**src/rtl/wave_gen_pkg.sv**
```systemverilog
// Shared constants for the phase-accumulator waveform generator.
// Func encodings, noise LFSR taps and default seed.
package wave_gen_pkg;

  localparam logic [2:0] FUNC_SAW_UP = 3'b000;
  localparam logic [2:0] FUNC_SAW_DN = 3'b001;
  localparam logic [2:0] FUNC_TRI    = 3'b010;
  localparam logic [2:0] FUNC_SQUARE = 3'b011;
  localparam logic [2:0] FUNC_SINE   = 3'b100;
  localparam logic [2:0] FUNC_PULSE  = 3'b101;
  localparam logic [2:0] FUNC_NOISE  = 3'b110;
  localparam logic [2:0] FUNC_STAIR  = 3'b111;

  // x^16+x^14+x^13+x^11+1 as right-shifting Fibonacci taps
  localparam logic [15:0] LFSR_TAPS     = 16'h002D;
  localparam logic [15:0] LFSR_SEED_DEF = 16'hACE1;

  function automatic logic [15:0] lfsr_next(
    input logic [15:0] s
  );
    return {^(s & LFSR_TAPS), s[15:1]};
  endfunction

endpackage

```
**src/rtl/wave_gen_sine_rom.sv**
```systemverilog
// Quarter-wave sine ROM with quadrant mirroring, offset-binary output.
// Only compiled when WAVE_GEN_SINE_EN is defined.
`ifdef WAVE_GEN_SINE_EN
module wave_gen_sine_rom #(
  parameter int DATA_W = 8
) (
  input  logic [DATA_W-1:0] p,
  output logic [DATA_W-1:0] sine
);

  localparam logic [6:0] ROM [64] = '{
    7'd2,   7'd5,   7'd8,   7'd11,  7'd14,  7'd17,  7'd20,  7'd23,
    7'd26,  7'd29,  7'd32,  7'd35,  7'd38,  7'd41,  7'd44,  7'd47,
    7'd50,  7'd53,  7'd56,  7'd58,  7'd61,  7'd64,  7'd67,  7'd69,
    7'd72,  7'd74,  7'd77,  7'd79,  7'd82,  7'd84,  7'd86,  7'd89,
    7'd91,  7'd93,  7'd95,  7'd97,  7'd99,  7'd101, 7'd103, 7'd105,
    7'd107, 7'd108, 7'd110, 7'd112, 7'd113, 7'd115, 7'd116, 7'd117,
    7'd118, 7'd119, 7'd120, 7'd121, 7'd122, 7'd123, 7'd124, 7'd124,
    7'd125, 7'd125, 7'd126, 7'd126, 7'd126, 7'd127, 7'd127, 7'd127
  };

  logic [5:0] idx;
  logic [5:0] mir;
  logic [6:0] mag;
  logic [DATA_W+6:0] ext;
  logic [DATA_W-2:0] hm;

  // narrow samples pad the index with zeros below the phase bits
  if (DATA_W >= 8) begin : g_wide
    assign idx = p[DATA_W-3 -: 6];
  end else begin : g_narrow
    assign idx = {p[DATA_W-3:0], {(8-DATA_W){1'b0}}};
  end

  assign mir  = p[DATA_W-2] ? ~idx : idx;
  assign mag  = ROM[mir];
  assign ext  = {mag, {DATA_W{1'b0}}};
  assign hm   = (DATA_W-1)'(ext >> 8);
  assign sine = p[DATA_W-1] ? {1'b0, ~hm} : {1'b1, hm};

endmodule
`endif

```
**src/rtl/wave_gen_param.sv**
```systemverilog
// DDS waveform generator: phase accumulator, raw stage, amplitude stage.
// Define WAVE_GEN_SINE_EN to get a ROM sine on func 100.
module wave_gen_param
  import wave_gen_pkg::*;
#(
  parameter int          DATA_W    = 8,
  parameter int          PHASE_W   = 16,
  parameter logic [15:0] LFSR_SEED = LFSR_SEED_DEF
) (
  input  logic               clk,
  input  logic               rst,
  input  logic               en,
  input  logic [2:0]         func,
  input  logic [PHASE_W-1:0] step,
  input  logic [DATA_W-1:0]  duty,
  input  logic [DATA_W-1:0]  amp,
  input  logic               sync_req,
  output logic [DATA_W-1:0]  wave,
  output logic               wave_valid,
  output logic               wrap,
  output logic [2:0]         func_active
);

  localparam logic [DATA_W-1:0] MAX = '1;
  localparam logic [DATA_W-1:0] MID =
    {1'b1, {(DATA_W-1){1'b0}}};
  localparam logic [DATA_W-1:0] STAIR =
    {3'b111, {(DATA_W-3){1'b0}}};

  logic [PHASE_W-1:0]  acc;
  logic [PHASE_W:0]    sum;
  logic [15:0]         lfsr;
  logic [DATA_W-1:0]   raw;
  logic [DATA_W-1:0]   raw_d;
  logic                v1;
  logic [DATA_W-1:0]   p;
  logic [DATA_W:0]     q;
  logic [DATA_W-1:0]   sine;
  logic [DATA_W:0]     amp1;
  logic [2*DATA_W:0]   prod;

  assign sum  = {1'b0, acc} + {1'b0, step};
  assign p    = acc[PHASE_W-1 -: DATA_W];
  assign q    = acc[PHASE_W-1 -: DATA_W+1];
  assign amp1 = {1'b0, amp} + {{DATA_W{1'b0}}, 1'b1};
  assign prod = {{(DATA_W+1){1'b0}}, raw}
              * {{DATA_W{1'b0}}, amp1};

`ifdef WAVE_GEN_SINE_EN
  wave_gen_sine_rom #(
    .DATA_W(DATA_W)
  ) u_sine (
    .p    (p),
    .sine (sine)
  );
`else
  assign sine = MID;
`endif

  always_comb begin
    raw_d = '0;
    unique case (func_active)
      FUNC_SAW_UP: raw_d = p;
      FUNC_SAW_DN: raw_d = ~p;
      FUNC_TRI:    raw_d = q[DATA_W] ? ~q[DATA_W-1:0]
                                     : q[DATA_W-1:0];
      FUNC_SQUARE: raw_d = p[DATA_W-1] ? MAX : '0;
      FUNC_SINE:   raw_d = sine;
      FUNC_PULSE:  raw_d = (p < duty) ? MAX : '0;
      FUNC_NOISE:  raw_d = lfsr[15 -: DATA_W];
      FUNC_STAIR:  raw_d = p & STAIR;
      default:     raw_d = '0;
    endcase
  end

  always_ff @(posedge clk) begin
    if (rst) begin
      acc         <= '0;
      wrap        <= 1'b0;
      func_active <= FUNC_SAW_UP;
      lfsr        <= LFSR_SEED;
      raw         <= '0;
      wave        <= '0;
      v1          <= 1'b0;
      wave_valid  <= 1'b0;
    end else begin
      if (sync_req) begin
        acc  <= '0;
        wrap <= 1'b0;
      end else if (en) begin
        acc  <= sum[PHASE_W-1:0];
        wrap <= sum[PHASE_W];
      end else begin
        wrap <= 1'b0;
      end
      // new function only starts on a period boundary
      if (sync_req || !en || wrap)
        func_active <= func;
      if (en)
        lfsr <= lfsr_next(lfsr);
      raw        <= raw_d;
      wave       <= DATA_W'(prod >> DATA_W);
      v1         <= en;
      wave_valid <= v1;
    end
  end

endmodule

```
**config.mk**
```make
export PLATFORM = sky130hd
export DESIGN_NAME = wave_gen_param
export DESIGN_NICKNAME = d
export VERILOG_FILES = /design/src/rtl/wave_gen_pkg.sv /design/src/rtl/wave_gen_sine_rom.sv /design/src/rtl/wave_gen_param.sv
export SDC_FILE = /design/constraint.sdc
export NUM_CORES = 1
export LEC_CHECK = 0
export BUFFER_PORTS_ARGS = -buffer_cell sky130_fd_sc_hd__buf_2
export CORE_ASPECT_RATIO = 2
export CORE_UTILIZATION = 35
export CTS_CLUSTER_SIZE = 24
export DETAILED_ROUTE_END_ITERATION = 12
export SYNTH_ARGS = -nofsm -noshare
export SYNTH_HDL_FRONTEND = slang
export SYNTH_HIERARCHICAL = 1
export SYNTH_SLANG_ARGS = --single-unit
```
**constraint.sdc**
```tcl
create_clock -name clk -period 11.3 [get_ports clk]
set_input_delay 0.565 -clock clk [delete_from_list [all_inputs] [get_ports clk]]
set_output_delay 0.565 -clock clk [all_outputs]
set_load 0.005 [all_outputs]
```
Word-level counts from Yosys, hierarchy flattened
Index checks and enable logic that the tools add are counted.
{"block": "classes", "addsub": 2, "n_mux": 4, "bitwise": 3, "eq_ne": 7, "reduce_logical": 7, "multipliers": 1, "order_cmp": 1}
{"cell": "8-bit one-hot mux with 8 select lines", "n": 1}
{"cell": "8-bit two-way mux", "n": 3}
{"cell": "16-bit by 16-bit adder with 17-bit output", "n": 1}
{"cell": "8-bit by 9-bit multiplier with 16-bit output", "n": 1}
{"cell": "8-bit inverter", "n": 2}
{"cell": "16-bit parity", "n": 1}
{"cell": "3-bit equality test, second input constant", "n": 4}
{"cell": "8-bit by 1-bit adder with 9-bit output, second input constant", "n": 1}
{"cell": "8-bit less-than comparator", "n": 1}
{"cell": "3-bit by 2-bit equality test with 1-bit output, second input constant", "n": 2}
{"cell": "3-bit by 1-bit equality test with 1-bit output, second input constant", "n": 1}
{"cell": "3-bit zero test", "n": 1}
{"cell": "3-bit OR reduction", "n": 1}
{"cell": "1-bit logical OR", "n": 2}
{"cell": "2-bit OR reduction", "n": 1}
{"cell": "1-bit zero test", "n": 1}
{"cell": "1-bit inverter", "n": 1}
{"block": "word_totals", "inputBits": 39, "register_bits": 54, "output_inout_bits": 13, "word_cells": 33}

Logic depth before layout (Yosys ltp)
Gate-level depths: netlist (run 1).
{"block": "logic_depth", "word_depth": 3, "depth_mapped": 19, "mapped_depth_nobuf": 18}

Worst setup path after synthesis (run 1)
OpenSTA, ideal clock, no wires.
{"block": "synth_path", "path_type": "in2reg", "start": "in amp[0]", "end": "reg wave[7]", "setup_slack_ns": 6.316, "arrival_time_ns": 4.861, "n_path_buf": 0, "setup_time_ns": 0.123, "t_required_ns": 11.177, "cell_stages": 18, "path_cell_list": "ha_1 -> nand3_1 -> nor2_1 -> xnor2_1 -> nor2b_1 -> fa_1 -> fa_1 -> fa_1 -> inv_1 -> fa_1 -> inv_1 -> ha_1 -> o21a_1 -> o21ai_0 -> a21oi_2 -> o21ai_2 -> a32oi_1 -> mux2_1"}
{"block": "synth_via", "elab_chain_len": 2}
{"item": "start, declared", "line": "wave_gen_param.sv:16", "rtl": "input logic [DATA_W-1:0] amp,"}
{"item": "8-bit by 1-bit adder with 9-bit output", "line": "wave_gen_param.sv:45", "rtl": "assign amp1 = {1'b0, amp} + {{DATA_W{1'b0}}, 1'b1};"}
{"item": "8-bit by 9-bit multiplier with 16-bit output", "line": "wave_gen_param.sv:47", "rtl": "* {{DATA_W{1'b0}}, amp1};"}
{"item": "end signal, assigned", "line": "wave_gen_param.sv:102", "rtl": "wave <= DATA_W'(prod >> DATA_W);"}
{"item": "end, declared", "line": "wave_gen_param.sv:18", "rtl": "output logic [DATA_W-1:0] wave,"}
No other way between the ends.
A chain may end at the register's enable or synchronous reset.

Worst setup path in the final report (run 1)
Ends and elaborated chain as after synthesis.

==> results of run 1 <==
synth_stat cells, drive strengths merged (12+ instances only):
| cell type | n | share of area |
|---|---|---|
| inv | 61 | 0.043 |
| ha | 56 | 0.13 |
| dfxtp | 54 | 0.20 |
| nor2 | 50 | 0.035 |
| nor2b | 50 | 0.059 |
| fa | 41 | 0.15 |
| nand2 | 29 | 0.020 |
| o21ai | 25 | 0.024 |
| a21oi | 23 | 0.024 |
| and2 | 21 | 0.025 |
| xnor2 | 20 | 0.033 |
| mux2i | 19 | 0.036 |
| clkbuf | 15 | 0.011 |
| nand2b | 12 | 0.014 |
how the worst max path moves through the flow:
| stage | from | endpoint | slack (ns) | cells past startpoint |
|---|---|---|---|---|
| floorplan | amp[0] | wave[7]$_SDFF_PP0_ | 6.32 | 18 |
| global placement | amp[0] | wave[7]$_SDFF_PP0_ | 5.76 | 18 |
| detailed placement | amp[0] | wave[7]$_SDFF_PP0_ | 5.59 | 19 |
| CTS | amp[0] | wave[7]$_SDFF_PP0_ | 5.90 | 19 |
| global route | amp[0] | wave[7]$_SDFF_PP0_ | 5.60 | 19 |
| finish | amp[0] | wave[7]$_SDFF_PP0_ | 5.92 | 19 |
power by group through the flow:
stage                     clock [mW]  combinational [mW]  sequential, mW
after global placement             0               0.250           0.234
after floorplan                    0               0.192           0.224
after detailed placement           0               0.259           0.234
after global routing           0.166               0.295           0.231
after CTS                      0.160               0.261           0.229
final                          0.153               0.257           0.229
layer usage:
metal | up-vias | share of wire | routed length [um] | global-route usage
met2 | 82 | 0.61 | 7779 | 0.3578
met1 | 2059 | 0.33 | 4239 | 0.1645
li1 | 2104 | - | - | -
met3 | 29 | 0.026 | 333 | 0.01964
met5 | - | 0 | 0 | 0
met4 | 0 | 0.037 | 470 | 0.08267
final cells by class:
cell class	count	area (sq um)	area share
multi-input combinational	460	3923	0.6667
sequential	54	1081	0.1838
clock buffer	6	128.9	0.02191
tap	195	244.0	0.04147
inverter	61	229.0	0.03892
clock inverter	1	7.507	0.001276
timing repair buffer	53	270.3	0.04594
state kept, by name, summed over array words and instances, names as in the netlist:
name,flops
wrap,1
wave_valid,1
v1,1
acc,16
lfsr,16
wave,8
raw,8
func_active,3
critical path: cells and delay by family:
| family | cells | cell delay (ns) |
|---|---|---|
| buffers and inverters | 3 | 0.26 |
| muxes | 1 | 0.34 |
| adders and majority gates | 6 | 2.72 |
| xor gates and xnor gates | 1 | 0.51 |
| AOI/OAI and AO/OA | 5 | 0.82 |
| and+or+nand+nor | 3 | 0.36 |
logic make-up (layout without fill, tap and decap cells):
family                     after synthesis  count (layout)  synth area share
buffers and inverters                   82             121           0.05861
and+or+nand+nor                        208             208            0.2076
xor gates and xnor gates                27              27           0.04449
DFF                                     54              54            0.2034
AOI/OAI and AO/OA                      107             107            0.1596
muxes                                   21              21           0.04002
adders and majority gates               97              97            0.2863
==> reports/qor_table.md, run 1 <==
| Step | Parameter | This run |
|:---|:---|:---|
| placed design | Cell count after placement | 823 |
| floorplan | Die ar. | 15710 sq um |
| hold path | Hold Startpoint | v1$_SDFF_PP0_ |
| power and ir drop | Maximum VDD drop | 80.43 uV |
| yosys | Post-synthesis cell area | 5315 sq um |
| timing | Setup TNS Final | 0 ns |
| detailed routing | Remaining antenna violation count | 0 |
| setup path | Slack of the worst reg-to-reg path | 6.68 ns |
| timing | Final Setup Violations | 0 |
| floorplan | Floorplan Core Area | 14820 sq um |
| floorplan | Number of placement rows | 63 |
| detailed routing | Wirelength per Cell | 15.45 um |
| yosys | EDFF count, synth | 0 |
| setup path | Master of the slowest instance on the critical path | sky130_fd_sc_hd__fa_1 |
| timing | Number of slew-limit violations in the final report | 0 |
| placed design | Post-detail-place hpwl | 10.48 mm |
| power and ir drop | Power density cells | 108.4 nW/um^2 |
| setup path | Worst path most repeated cell | sky130_fd_sc_hd__fa_1 |
| placed design | Placed standard-cell area | 5747 sq um |
| timing | Final Hold Slack | 0.4410 ns |
| finish | Post-layout utilization of the core | 0.3970 |
| timing | Unrepaired setup endpoints after global routing | no |
| timing | Share of the clock period used by the worst path after layout | 0.4758 |
| global routing | Total Routing Usage GR | 0.1766 |
| setup path | Data required time of the critical path | 11.49 ns |
| setup path | Worst Path Arrival | 5.56 ns |
| finish | Post-Layout Cell Count | 830 |
| power and ir drop | Fraction of power consumed by the clock network | 0.239 |
| yosys | Proportion of synthesized chip area in sequential cells | 0.2034 |
| setup path | Critical Path End Type | register |
| yosys | Dominant synthesized flop cell | sky130_fd_sc_hd__dfxtp_1 |
| hold path | Hold Path Sink | wave_valid$_SDFF_PP0_ |
| placed design | Port Buffers | 51 |
| detailed routing | Per-cell via count in the routed design | 5.149 |
| clock network | Clock network latency to the later pin of the worst-skew pair | 0.30 ns |
| clock network | Post_cts resized | 0 |
| yosys | Synthesis-stage register bit count | 54 |
| finish | Filler cells | 1537 |
| run status | Outcome | finished, final reports clean |
| floorplan | Initial core utilization | 0.3587 |
| global routing | Number of global-route vias before repair | 4635 |
| setup path | Capture point of the worst reg-to-reg path | wave[7]$_SDFF_PP0_ |
| detailed routing | Aggregate routed wire length | 12.82 mm |
| detailed routing | First-pass iteration count of the detailed router | 4 |
| setup path | CP Cell Sequence | buf_2 -> ha_1 -> nand3_1 -> nor2_1 -> xnor2_1 -> nor2b_1 -> fa_1 -> fa_1 -> fa_1 -> inv_1 -> fa_1 -> inv_1 -> ha_1 -> o21a_1 -> o21ai_0 -> a21oi_2 -> o21ai_2 -> a32oi_1 -> mux2_1 |
| power and ir drop | Cell-internal power | 0.4031 mW |
| finish | Post-Layout Inst Area | 5883 sq um |
| clock network | Number of clock sinks | 54 |
| timing | Clock Skew | 0.01004 ns |
| clock network | Clock transition at path regs | 0.07 ns |
| setup path | Reg2Reg Launch Point | raw[7]$_SDFF_PP0_ |
| clock network | Count of H-tree levels built during CTS | 2 |
| setup path | Critical path peak fanout | 10 |
| power and ir drop | Portion of total power attributed to sequential cells | 0.358 |
| floorplan | Die boundary width | 89.14 um |
| job | # Max-Cap Violations | 0 |
| hold path | Min-Delay Path Depth | 1 |
| finish | Layout cell share with drive strength beyond 1 | 0.1307 |
| clock network | Clock root cell | sky130_fd_sc_hd__clkbuf_16 |
| global routing | Maximum number of pins on one net before global-route repair | 42 |
| power and ir drop | Combinational fraction of design power | 0.402 |
| global routing | Global-route wire length before repair | 21.47 mm |
| clock network | Clock tree from TritonCTS | built |
| floorplan | Top-level port count | 52 |
| global routing | Number of antenna violations at the first check in global routing | 0 |
| setup path | Type of the setup path with the least slack | in2reg |
| timing | Fin. Hold Viols | 0 |
| placed design | Minimum setup slack after placement | 5.592 ns |
| finish | Count of nets after finishing | 771 |
| setup path | Startpoint kind of the worst setup timing path | input pin |
| setup path | Delay of the slowest cell on the worst path | 0.59 ns |
| clock network | Clock buffers created by TritonCTS | 5 |
| placed design | Placer Congestion | 0.8365 |
| global routing | Global route overflow | 0 |
| timing | Min setup slack post-route | 5.923 ns |
| yosys | Syn Nets | 732 |
| timing | Max_slew headroom | 0.4730 |
| yosys | Fraction of registers with async set/reset | 0 |
| finish | Leading cell type in the layout, fill and taps excluded | sky130_fd_sc_hd__inv_1 |
| hold path | Hold crit path type | reg2reg |
| timing | Minimum period implied by the final worst setup slack | 5.377 ns |
| detailed routing | Starting DRC count in detailed routing | 132 |
| floorplan | Die Y-Extent | 176.3 um |
| timing | Least-Margin Pin Slew | 0.7876 ns |
| finish | Number of antenna diodes | 0 |
| setup path | Worst Reg-to-Reg Cells | 14 |
| power and ir drop | Net switching power | 0.2345 mW |
| yosys | Synthesized area per cell | 8.918 sq um |
| power and ir drop | Static leakage power | 2.767 nW |
| clock network | CTS Buffer Depth | 2 |
| finish | Top library cells by usage in the layout, fill and taps aside | sky130_fd_sc_hd__inv_1, sky130_fd_sc_hd__ha_1, sky130_fd_sc_hd__dfxtp_1 |
| yosys | Yosys synthesis warning count | 6 |
| clock network | Hold-fix buffer count after cts | 0 |
| clock network | Setup Buffers After CTS | 0 |
| yosys | Synthesized instance count | 596 |
| power and ir drop | Switching portion of total power | 0.3677 |
| detailed routing | DRC errors left | 0 |
| finish | Area growth from synthesis to layout | 10.69% |
| yosys | Cell variety after synth | 63 |
| timing | Fmax | 186.0 MHz |
| detailed routing | Vias | 4274 |
| power and ir drop | Design Power | 0.6376 mW |
(Power assumes the default switching activity.)
==> run 2: changes to the inputs <==
--- a/config.mk
+++ b/config.mk
@@ -5,6 +5,7 @@
 export SDC_FILE = /design/constraint.sdc
 export NUM_CORES = 1
 export LEC_CHECK = 0
+export ABC_AREA = 1
 export BUFFER_PORTS_ARGS = -buffer_cell sky130_fd_sc_hd__buf_2
 export CORE_ASPECT_RATIO = 2
 export CORE_UTILIZATION = 35
==> constraint.sdc (replaced) <==
create_clock -name clk -period 5.25 [get_ports clk]
set_input_delay 0.2625 -clock clk [delete_from_list [all_inputs] [get_ports clk]]
set_output_delay 0.2625 -clock clk [all_outputs]
set_load 0.005 [all_outputs]
==> run 2 against run 1 <==
- first-iteration DRC count fell by 11%
- via count up 21%
- critical endpoint is now wave[6]$_SDFF_PP0_
- non-clock buffer count shrank 2
- highest routed layer unchanged
- hold slack lost 0.25 ns
- clock power up 120%
- synthesized cell count up 40%
- sequential power is 110% higher
- routed wire length up 18%
==> reports/qor_table.md, run 2 <==
| Step | Parameter | This run | Change |
|:---|:---|:---|:---|
| detailed routing | First-pass iteration count of the detailed router | 4 | unchanged |
| setup path | Data required time of the critical path | 5.45 ns | -6.04 ns |
| job | # Max-Cap Violations | 0 | unchanged |
| timing | Fmax | 220.3 MHz |  |
| timing | Unrepaired setup endpoints after global routing | no |  |
| clock network | Number of clock sinks | 54 | unchanged |
| finish | Count of nets after finishing | 1015 | +32% |
| yosys | Largest family of logic cells by synthesized area | adder cells |  |
| timing | Minimum period implied by the final worst setup slack | 4.540 ns |  |
| placed design | Cell count after placement | 1073 | +30% |
| floorplan | Floorplan Core Area | 15700 sq um | +5.9% |
| yosys | Syn Nets | 972 | +33% |
| finish | Number of antenna diodes | 0 | unchanged |
| finish | Post-layout utilization of the core | 0.3946 | -0.002414 |
| timing | Fin. Hold Viols | 0 | unchanged |
| finish | Layout cell share with drive strength beyond 1 | 0.08636 | -0.04435 |
| yosys | Synthesis-stage register bit count | 54 | unchanged |
| clock network | Clock tree from TritonCTS | built |  |
| detailed routing | Wirelength per Cell | 13.95 um | -9.7% |
| finish | Leading cell type in the layout, fill and taps excluded | sky130_fd_sc_hd__nand2_1 |  |
| global routing | Number of antenna violations at the first check in global routing | 0 | unchanged |
| clock network | Setup Buffers After CTS | 0 | unchanged |
| timing | Setup TNS Final | 0 ns | unchanged |
| power and ir drop | Maximum VDD drop | 125.9 uV | +57% |
| finish | Post-Layout Cell Count | 1081 | +30% |
| finish | Area growth from synthesis to layout | 10.27% |  |
| power and ir drop | Power density cells | 231.3 nW/um^2 | +110% |
| yosys | Post-synthesis cell area | 5617 sq um | +5.7% |
| setup path | Critical path peak fanout | 10 | unchanged |
| yosys | Dominant synthesized flop cell | sky130_fd_sc_hd__dfxtp_1 |  |
| floorplan | Top-level port count | 52 | unchanged |
| timing | Clock Skew | 0.01282 ns | +0.002790 ns |
| yosys | Fraction of registers with async set/reset | 0 | unchanged |
| clock network | Clock root cell | sky130_fd_sc_hd__clkbuf_16 |  |
| yosys | Library cell with the highest instance count after synthesis | sky130_fd_sc_hd__nand2_1 |  |
| placed design | Port Buffers | 51 | unchanged |
| detailed routing | Vias | 5175 | +21% |
| yosys | EDFF count, synth | 0 | unchanged |
| yosys | Biggest area consumer among synthesized cells | sky130_fd_sc_hd__dfxtp_1 |  |
| finish | Top library cells by usage in the layout, fill and taps aside | sky130_fd_sc_hd__nand2_1, sky130_fd_sc_hd__inv_1, sky130_fd_sc_hd__nor2_1 |  |
| finish | Registers with the most flip-flops | acc (16), lfsr (16) |  |
| setup path | Capture point of the worst reg-to-reg path | wave[6]$_SDFF_PP0_ |  |
| detailed routing | Remaining antenna violation count | 0 | unchanged |
| run status | Outcome | finished, final reports clean |  |
| placed design | Placed standard-cell area | 6050 sq um | +5.3% |
| finish | Filler cells | 1722 | +12% |
| clock network | CTS Buffer Depth | 2 | unchanged |
| timing | Max_slew headroom | 0.4370 | -0.03598 |
| floorplan | Number of placement rows | 65 | +3.2% |
| setup path | Master of the slowest instance on the critical path | sky130_fd_sc_hd__fa_1 |  |
| clock network | Post_cts resized | 0 | unchanged |
| detailed routing | Starting DRC count in detailed routing | 117 | -11% |
| yosys | Area fraction in compound gates after synthesis | 0.1103 | -0.04933 |
| placed design | Placer Congestion | 0.8799 | +5.2% |
| detailed routing | Aggregate routed wire length | 15.08 mm | +18% |
| detailed routing | DRC errors left | 0 | unchanged |
| floorplan | Initial core utilization | 0.3578 | -0.0008308 |
| setup path | Worst Reg-to-Reg Cells | 14 | unchanged |
| yosys | Yosys synthesis warning count | 6 | unchanged |
| setup path | CP Cell Sequence | buf_2 -> ha_1 -> nand2_2 -> nor3_2 -> xor2_1 -> inv_2 -> nor2_1 -> fa_1 -> fa_1 -> fa_1 -> inv_1 -> fa_1 -> inv_1 -> ha_1 -> a21oi_1 -> o21ai_0 -> a21oi_1 -> nand3_1 -> nand2_1 -> nor2_1 |  |
| setup path | Worst Path Arrival | 4.74 ns | -0.82 ns |
| power and ir drop | Design Power | 1.433 mW | +120% |
| yosys | Fraction of synthesized area in multiplexers | 0 | -0.04002 |
| clock network | Hold-fix buffer count after cts | 0 | unchanged |
| floorplan | Die ar. | 16590 sq um | +5.6% |
| clock network | Clock buffers created by TritonCTS | 5 | unchanged |
| clock network | Clock transition at path regs | 0.07 ns | about the same |
| yosys | XOR/XNOR Fraction of Synth Area | 0.03230 | -0.01219 |
| yosys | Cell types occupying the most area after synthesis | sky130_fd_sc_hd__dfxtp_1, sky130_fd_sc_hd__fa_1, sky130_fd_sc_hd__ha_1 |  |
| yosys | Most common library cells after synthesis | sky130_fd_sc_hd__nand2_1, sky130_fd_sc_hd__inv_1, sky130_fd_sc_hd__nor2_1 |  |
| floorplan | Die Y-Extent | 181.2 um | +2.8% |
| hold path | Hold Path Sink | func_active[1]$_SDFFE_PP0P_ |  |
| timing | Final Setup Violations | 0 | unchanged |
| yosys | Top-area cell type share of the netlist area | 0.1925 | -0.01092 |
| hold path | Hold Startpoint | func[1] |  |
| global routing | Number of global-route vias before repair | 5314 | +15% |
| setup path | Type of the setup path with the least slack | in2reg |  |
| timing | Least-Margin Pin Slew | 0.8435 ns | +0.05595 ns |
| yosys | Synthesized-area fraction occupied by and/or/nand/nor cells | 0.2707 | +0.06303 |
| setup path | Startpoint kind of the worst setup timing path | input pin |  |
| clock network | Clock network latency to the later pin of the worst-skew pair | 0.30 ns | about the same |
| setup path | Delay of the slowest cell on the worst path | 0.56 ns | -0.03 ns |
| floorplan | Die boundary width | 91.58 um | +2.7% |
| setup path | Reg2Reg Launch Point | raw[7]$_SDFF_PP0_ |  |
| global routing | Global route overflow | 0 | unchanged |
| global routing | Maximum number of pins on one net before global-route repair | 40 | -4.8% |
| power and ir drop | Static leakage power | 3.416 nW | +23% |
| yosys | Proportion of synthesized chip area in sequential cells | 0.1925 | -0.01092 |
| timing | Share of the clock period used by the worst path after layout | 0.8647 |  |
| yosys | Fraction of the mapped netlist area in adder cells | 0.2709 | -0.01537 |
| global routing | Global-route wire length before repair | 25.07 mm | +17% |
| yosys | Cell variety after synth | 36 | -43% |
| setup path | Worst path most repeated cell | sky130_fd_sc_hd__fa_1 |  |
| setup path | Critical Path End Type | register |  |
| yosys | Synthesized instance count | 836 | +40% |
| timing | Number of slew-limit violations in the final report | 0 | unchanged |
| yosys | Synthesized area per cell | 6.718 sq um | -25% |
| hold path | Min-Delay Path Depth | 3 | +2 |
| global routing | Total Routing Usage GR | 0.1925 | +0.01587 |
| hold path | Hold crit path type | in2reg |  |
| detailed routing | Per-cell via count in the routed design | 4.787 | -7.0% |
| clock network | Count of H-tree levels built during CTS | 2 | unchanged |
| placed design | Post-detail-place hpwl | 12.59 mm | +20% |
| setup path | Slack of the worst reg-to-reg path | 0.97 ns | -5.71 ns |
| finish | Post-Layout Inst Area | 6193 sq um | +5.3% |
## run 2: worst max-delay path by stage
| stage | from | end | slack, ns | depth (start not counted) |
|---|---|---|---|---|
| final | amp[0] | wave[6]$_SDFF_PP0_ | 0.71 | 20 |
| after global routing | amp[0] | wave[4]$_SDFF_PP0_ | 0.36 | 22 |
| after CTS | amp[0] | wave[6]$_SDFF_PP0_ | 0.71 | 20 |
| after detailed placement | amp[0] | wave[6]$_SDFF_PP0_ | 0.39 | 20 |
| after global placement | amp[0] | wave[6]$_SDFF_PP0_ | 0.42 | 20 |
| after floorplan | amp[0] | wave[6]$_SDFF_PP0_ | 1.02 | 18 |
## run 2: stage by stage
stage                     hold slack (ns)  worst slack, ns
final                              0.1932           0.7102
after global routing               0.1940           0.3588
after CTS                          0.1885           0.7082
after detailed placement           0.4073           0.3889
after global placement             0.4023           0.4234
after floorplan                    0.3883            1.016
## run 2: logic make-up (layout without fill, tap and decap cells)
logic type | after synthesis | count (layout)
flops | 54 | 54
xor+xnor | 19 | 19
fa+ha+maj | 97 | 97
simple gates | 366 | 366
compound gates | 120 | 120
buf+inv | 180 | 224
## run 2: cell type report
type,instances,area [sq um],area share
Multi-Input combinational cell,602,3842,0.6204
Tap cell,201,251.5,0.04061
Sequential cell,54,1081,0.1745
Clock inverter,3,18.77,0.003030
Inverter,165,619.3,0.1000
Timing Repair Buffer,51,255.2,0.04121
Clock buffer,5,125.1,0.02020
## run 2: worst max-delay path: cells and delay by family
kind                       cells  cell delay, ns
adders and majority gates      6            2.59
and+or+nand+nor                6            0.62
AOI/OAI and AO/OA              3            0.53
buffers and inverters          4            0.43
xor gates and xnor gates       1            0.29
## run 2: per-layer routing
layer,vias to the layer above,part of all wire,global-route usage
met2,74,0.59,0.4027
met3,36,0.016,0.01473
met5,-,0,0
met4,0,0.039,0.09206
li1,2689,-,-
met1,2376,0.36,0.1779
## run 2: power by group
group	switching, mW	internal, mW
clock	0.162	0.177
sequential	0.0335	0.450
combinational	0.385	0.224
==> run 3: changes to the inputs <==
--- a/config.mk
+++ b/config.mk
@@ -5,13 +5,14 @@
 export SDC_FILE = /design/constraint.sdc
 export NUM_CORES = 1
 export LEC_CHECK = 0
-export ABC_AREA = 1
 export BUFFER_PORTS_ARGS = -buffer_cell sky130_fd_sc_hd__buf_2
 export CORE_ASPECT_RATIO = 2
 export CORE_UTILIZATION = 35
 export CTS_CLUSTER_SIZE = 24
 export DETAILED_ROUTE_END_ITERATION = 12
+export GPL_ROUTABILITY_DRIVEN = 0
 export SYNTH_ARGS = -nofsm -noshare
 export SYNTH_HDL_FRONTEND = slang
 export SYNTH_HIERARCHICAL = 1
 export SYNTH_SLANG_ARGS = --single-unit
+export TNS_END_PERCENT = 1
==> run 3 against run 2 <==
- clock skew fell by 0.0058 ns
- combinational power fell by 8.7%
- global-route usage fell by 1.2 points
- cell area fell by 3.6%
- largest cell class unchanged
- maximum frequency fell by 5.7%
- hold slack improved by 0.0089 ns
==> reports/qor_table.md, run 3 (synthesis results as in run 1) <==
| Step | Parameter | This run | Change |
|:---|:---|:---|:---|
| clock network | Post_cts resized | 0 | unchanged |
| finish | Count of nets after finishing | 778 | -23% |
| clock network | Clock tree from TritonCTS | built |  |
| timing | Clock Skew | 0.007057 ns | -0.005768 ns |
| setup path | Critical path peak fanout | 10 | unchanged |
| finish | Registers with the most flip-flops | acc (16), lfsr (16) |  |
| power and ir drop | Maximum VDD drop | 109.0 uV | -13% |
| detailed routing | Wirelength per Cell | 15.38 um | +10% |
| timing | Final Setup Violations | 0 | unchanged |
| detailed routing | First-pass iteration count of the detailed router | 4 | unchanged |
| hold path | Hold Path Sink | func_active[1]$_SDFFE_PP0P_ |  |
| power and ir drop | Power density cells | 240.0 nW/um^2 | +3.8% |
| global routing | Total Routing Usage GR | 0.1802 | -0.01230 |
| placed design | Cell count after placement | 830 | -23% |
| placed design | Post-detail-place hpwl | 10.52 mm | -16% |
| setup path | Worst Reg-to-Reg Cells | 14 | unchanged |
| setup path | Startpoint kind of the worst setup timing path | input pin |  |
| floorplan | Die ar. | 15710 sq um | -5.3% |
| hold path | Hold crit path type | in2reg |  |
| clock network | Clock root cell | sky130_fd_sc_hd__clkbuf_16 |  |
| detailed routing | Starting DRC count in detailed routing | 119 | +1.7% |
| timing | Minimum period implied by the final worst setup slack | 4.816 ns | +0.2761 ns |
| setup path | Worst path most repeated cell | sky130_fd_sc_hd__fa_1 |  |
| global routing | Global-route wire length before repair | 21.96 mm | -12% |
| timing | Max_slew headroom | 0.4641 | +0.02706 |
| clock network | Number of clock sinks | 54 | unchanged |
| hold path | Min-Delay Path Depth | 3 | unchanged |
| clock network | Clock network latency to the later pin of the worst-skew pair | 0.30 ns | about the same |
| finish | Post-Layout Inst Area | 5969 sq um | -3.6% |
| placed design | Port Buffers | 51 | unchanged |
| detailed routing | Vias | 4330 | -16% |
| setup path | Reg2Reg Launch Point | raw[6]$_SDFF_PP0_ |  |
| detailed routing | DRC errors left | 0 | unchanged |
| setup path | Master of the slowest instance on the critical path | sky130_fd_sc_hd__fa_1 |  |
| finish | Layout cell share with drive strength beyond 1 | 0.1431 | +0.05672 |
| setup path | Worst path buffer plus inverter count | 3 | -1 |
| floorplan | Floorplan Core Area | 14820 sq um | -5.6% |
| finish | Area of the multi-input gates | 3923 sq um | +2.1% |
| clock network | CTS Buffer Depth | 2 | unchanged |
| global routing | Number of global-route vias before repair | 4651 | -12% |
| clock network | Clock buffers created by TritonCTS | 5 | unchanged |
| finish | Filler cells | 1553 | -9.8% |
| finish | Number of antenna diodes | 0 | unchanged |
| finish | Post-Layout Cell Count | 838 | -22% |
| timing | Setup TNS Final | 0 ns | unchanged |
| clock network | Hold-fix buffer count after cts | 0 | unchanged |
| run status | Outcome | finished, final reports clean |  |
| finish | Post-layout utilization of the core | 0.4028 | +0.008240 |
| detailed routing | Aggregate routed wire length | 12.89 mm | -15% |
| timing | Number of slew-limit violations in the final report | 0 | unchanged |
| floorplan | Number of placement rows | 63 | -3.1% |
| finish | Area growth from synthesis to layout | 12.31% |  |
| setup path | Capture point of the worst reg-to-reg path | wave[7]$_SDFF_PP0_ |  |
| job | # Max-Cap Violations | 0 | unchanged |
| setup path | Delay of the slowest cell on the worst path | 0.56 ns | about the same |
| setup path | Worst Path Arrival | 5.01 ns | +0.27 ns |
| floorplan | Top-level port count | 52 | unchanged |
| clock network | Count of H-tree levels built during CTS | 2 | unchanged |
| timing | Share of the clock period used by the worst path after layout | 0.9173 | +0.05259 |
| timing | Fin. Hold Viols | 0 | unchanged |
| finish | Area occupied by registers | 1081 sq um | unchanged |
| hold path | Hold Startpoint | func[1] |  |
| clock network | Setup Buffers After CTS | 0 | unchanged |
| finish | Top library cells by usage in the layout, fill and taps aside | sky130_fd_sc_hd__inv_1, sky130_fd_sc_hd__ha_1, sky130_fd_sc_hd__dfxtp_1 |  |
| finish | Leading cell type in the layout, fill and taps excluded | sky130_fd_sc_hd__inv_1 |  |
| setup path | Family of cells with the greatest summed delay on the critical path | adder cells |  |
| global routing | Maximum number of pins on one net before global-route repair | 42 | +5.0% |
| setup path | Data required time of the critical path | 5.44 ns | about the same |
| floorplan | Die boundary width | 89.14 um | -2.7% |
| detailed routing | Remaining antenna violation count | 0 | unchanged |
| global routing | Number of antenna violations at the first check in global routing | 0 | unchanged |
| global routing | Global route overflow | 0 | unchanged |
| setup path | Critical Path End Type | register |  |
| setup path | Type of the setup path with the least slack | in2reg |  |
| timing | Fmax | 207.6 MHz | -5.7% |
| setup path | CP Cell Sequence | buf_2 -> ha_1 -> nand3_1 -> nor2_1 -> xnor2_1 -> nor2b_1 -> fa_1 -> fa_1 -> fa_1 -> inv_1 -> fa_1 -> inv_1 -> ha_1 -> o21a_1 -> o21ai_0 -> a21oi_2 -> o21ai_2 -> a32oi_1 -> mux2_1 |  |
| placed design | Placed standard-cell area | 5799 sq um | -4.1% |
| detailed routing | Per-cell via count in the routed design | 5.167 | +7.9% |
| timing | Least-Margin Pin Slew | 0.8028 ns | -0.04076 ns |
| setup path | Slack of the worst reg-to-reg path | 0.65 ns | -0.32 ns |
| floorplan | Die Y-Extent | 176.3 um | -2.7% |
| floorplan | Initial core utilization | 0.3587 | +0.0008308 |
| timing | Unrepaired setup endpoints after global routing | no |  |
| clock network | Clock transition at path regs | 0.07 ns | about the same |
| power and ir drop | Static leakage power | 2.815 nW | -18% |
## run 3: worst max-delay path by stage
stage	from	to	cells after the start
2_1_floorplan	amp[0]	wave[7]$_SDFF_PP0_	18
3_3_place_gp	amp[0]	wave[7]$_SDFF_PP0_	19
3_5_place_dp	amp[0]	wave[7]$_SDFF_PP0_	19
4_1_cts	amp[0]	wave[7]$_SDFF_PP0_	19
5_1_grt	amp[0]	wave[7]$_SDFF_PP0_	19
6_report	amp[0]	wave[7]$_SDFF_PP0_	19
## run 3: worst min-delay path, cell delays in order
cell	delay, ns
sky130_fd_sc_hd__buf_2	0.08
sky130_fd_sc_hd__mux2i_1	0.05
sky130_fd_sc_hd__nor2_1	0.07
## run 3: final cells by class
| type | count | share of cell area |
|---|---|---|
| multi-input combinational | 460 | 0.6571 |
| clock inverter | 3 | 0.007546 |
| tap | 195 | 0.04087 |
| timing repair buffer | 60 | 0.05408 |
| sequential | 54 | 0.1811 |
| inverter | 61 | 0.03836 |
| clock buffer | 5 | 0.02096 |
## run 3: routing by layer
layer / global-route usage / routed length [um] / share of wire
met2: 0.3642 / 7698 / 0.60
met4: 0.07937 / 483 / 0.037
met5: 0 / 0 / 0
met3: 0.01964 / 232 / 0.018
met1: 0.1711 / 4471 / 0.35
## run 3: power breakdown
part	internal [mW]	switching [mW]
registers	0.448	0.0461
logic	0.249	0.307
clock network	0.225	0.158
total	0.922	0.511
## run 3: stage by stage
stage	hold WS (ns)	total power, mW	setup WS [ns]
2_1_floorplan	0.4064	0.8945	0.5682
3_3_place_gp	0.4233	1.055	0.2475
3_5_place_dp	0.4278	1.069	0.1054
4_1_cts	0.1984	1.459	0.4261
5_1_grt	0.2071	1.550	0.1628
6_report	0.2021	1.433	0.4341
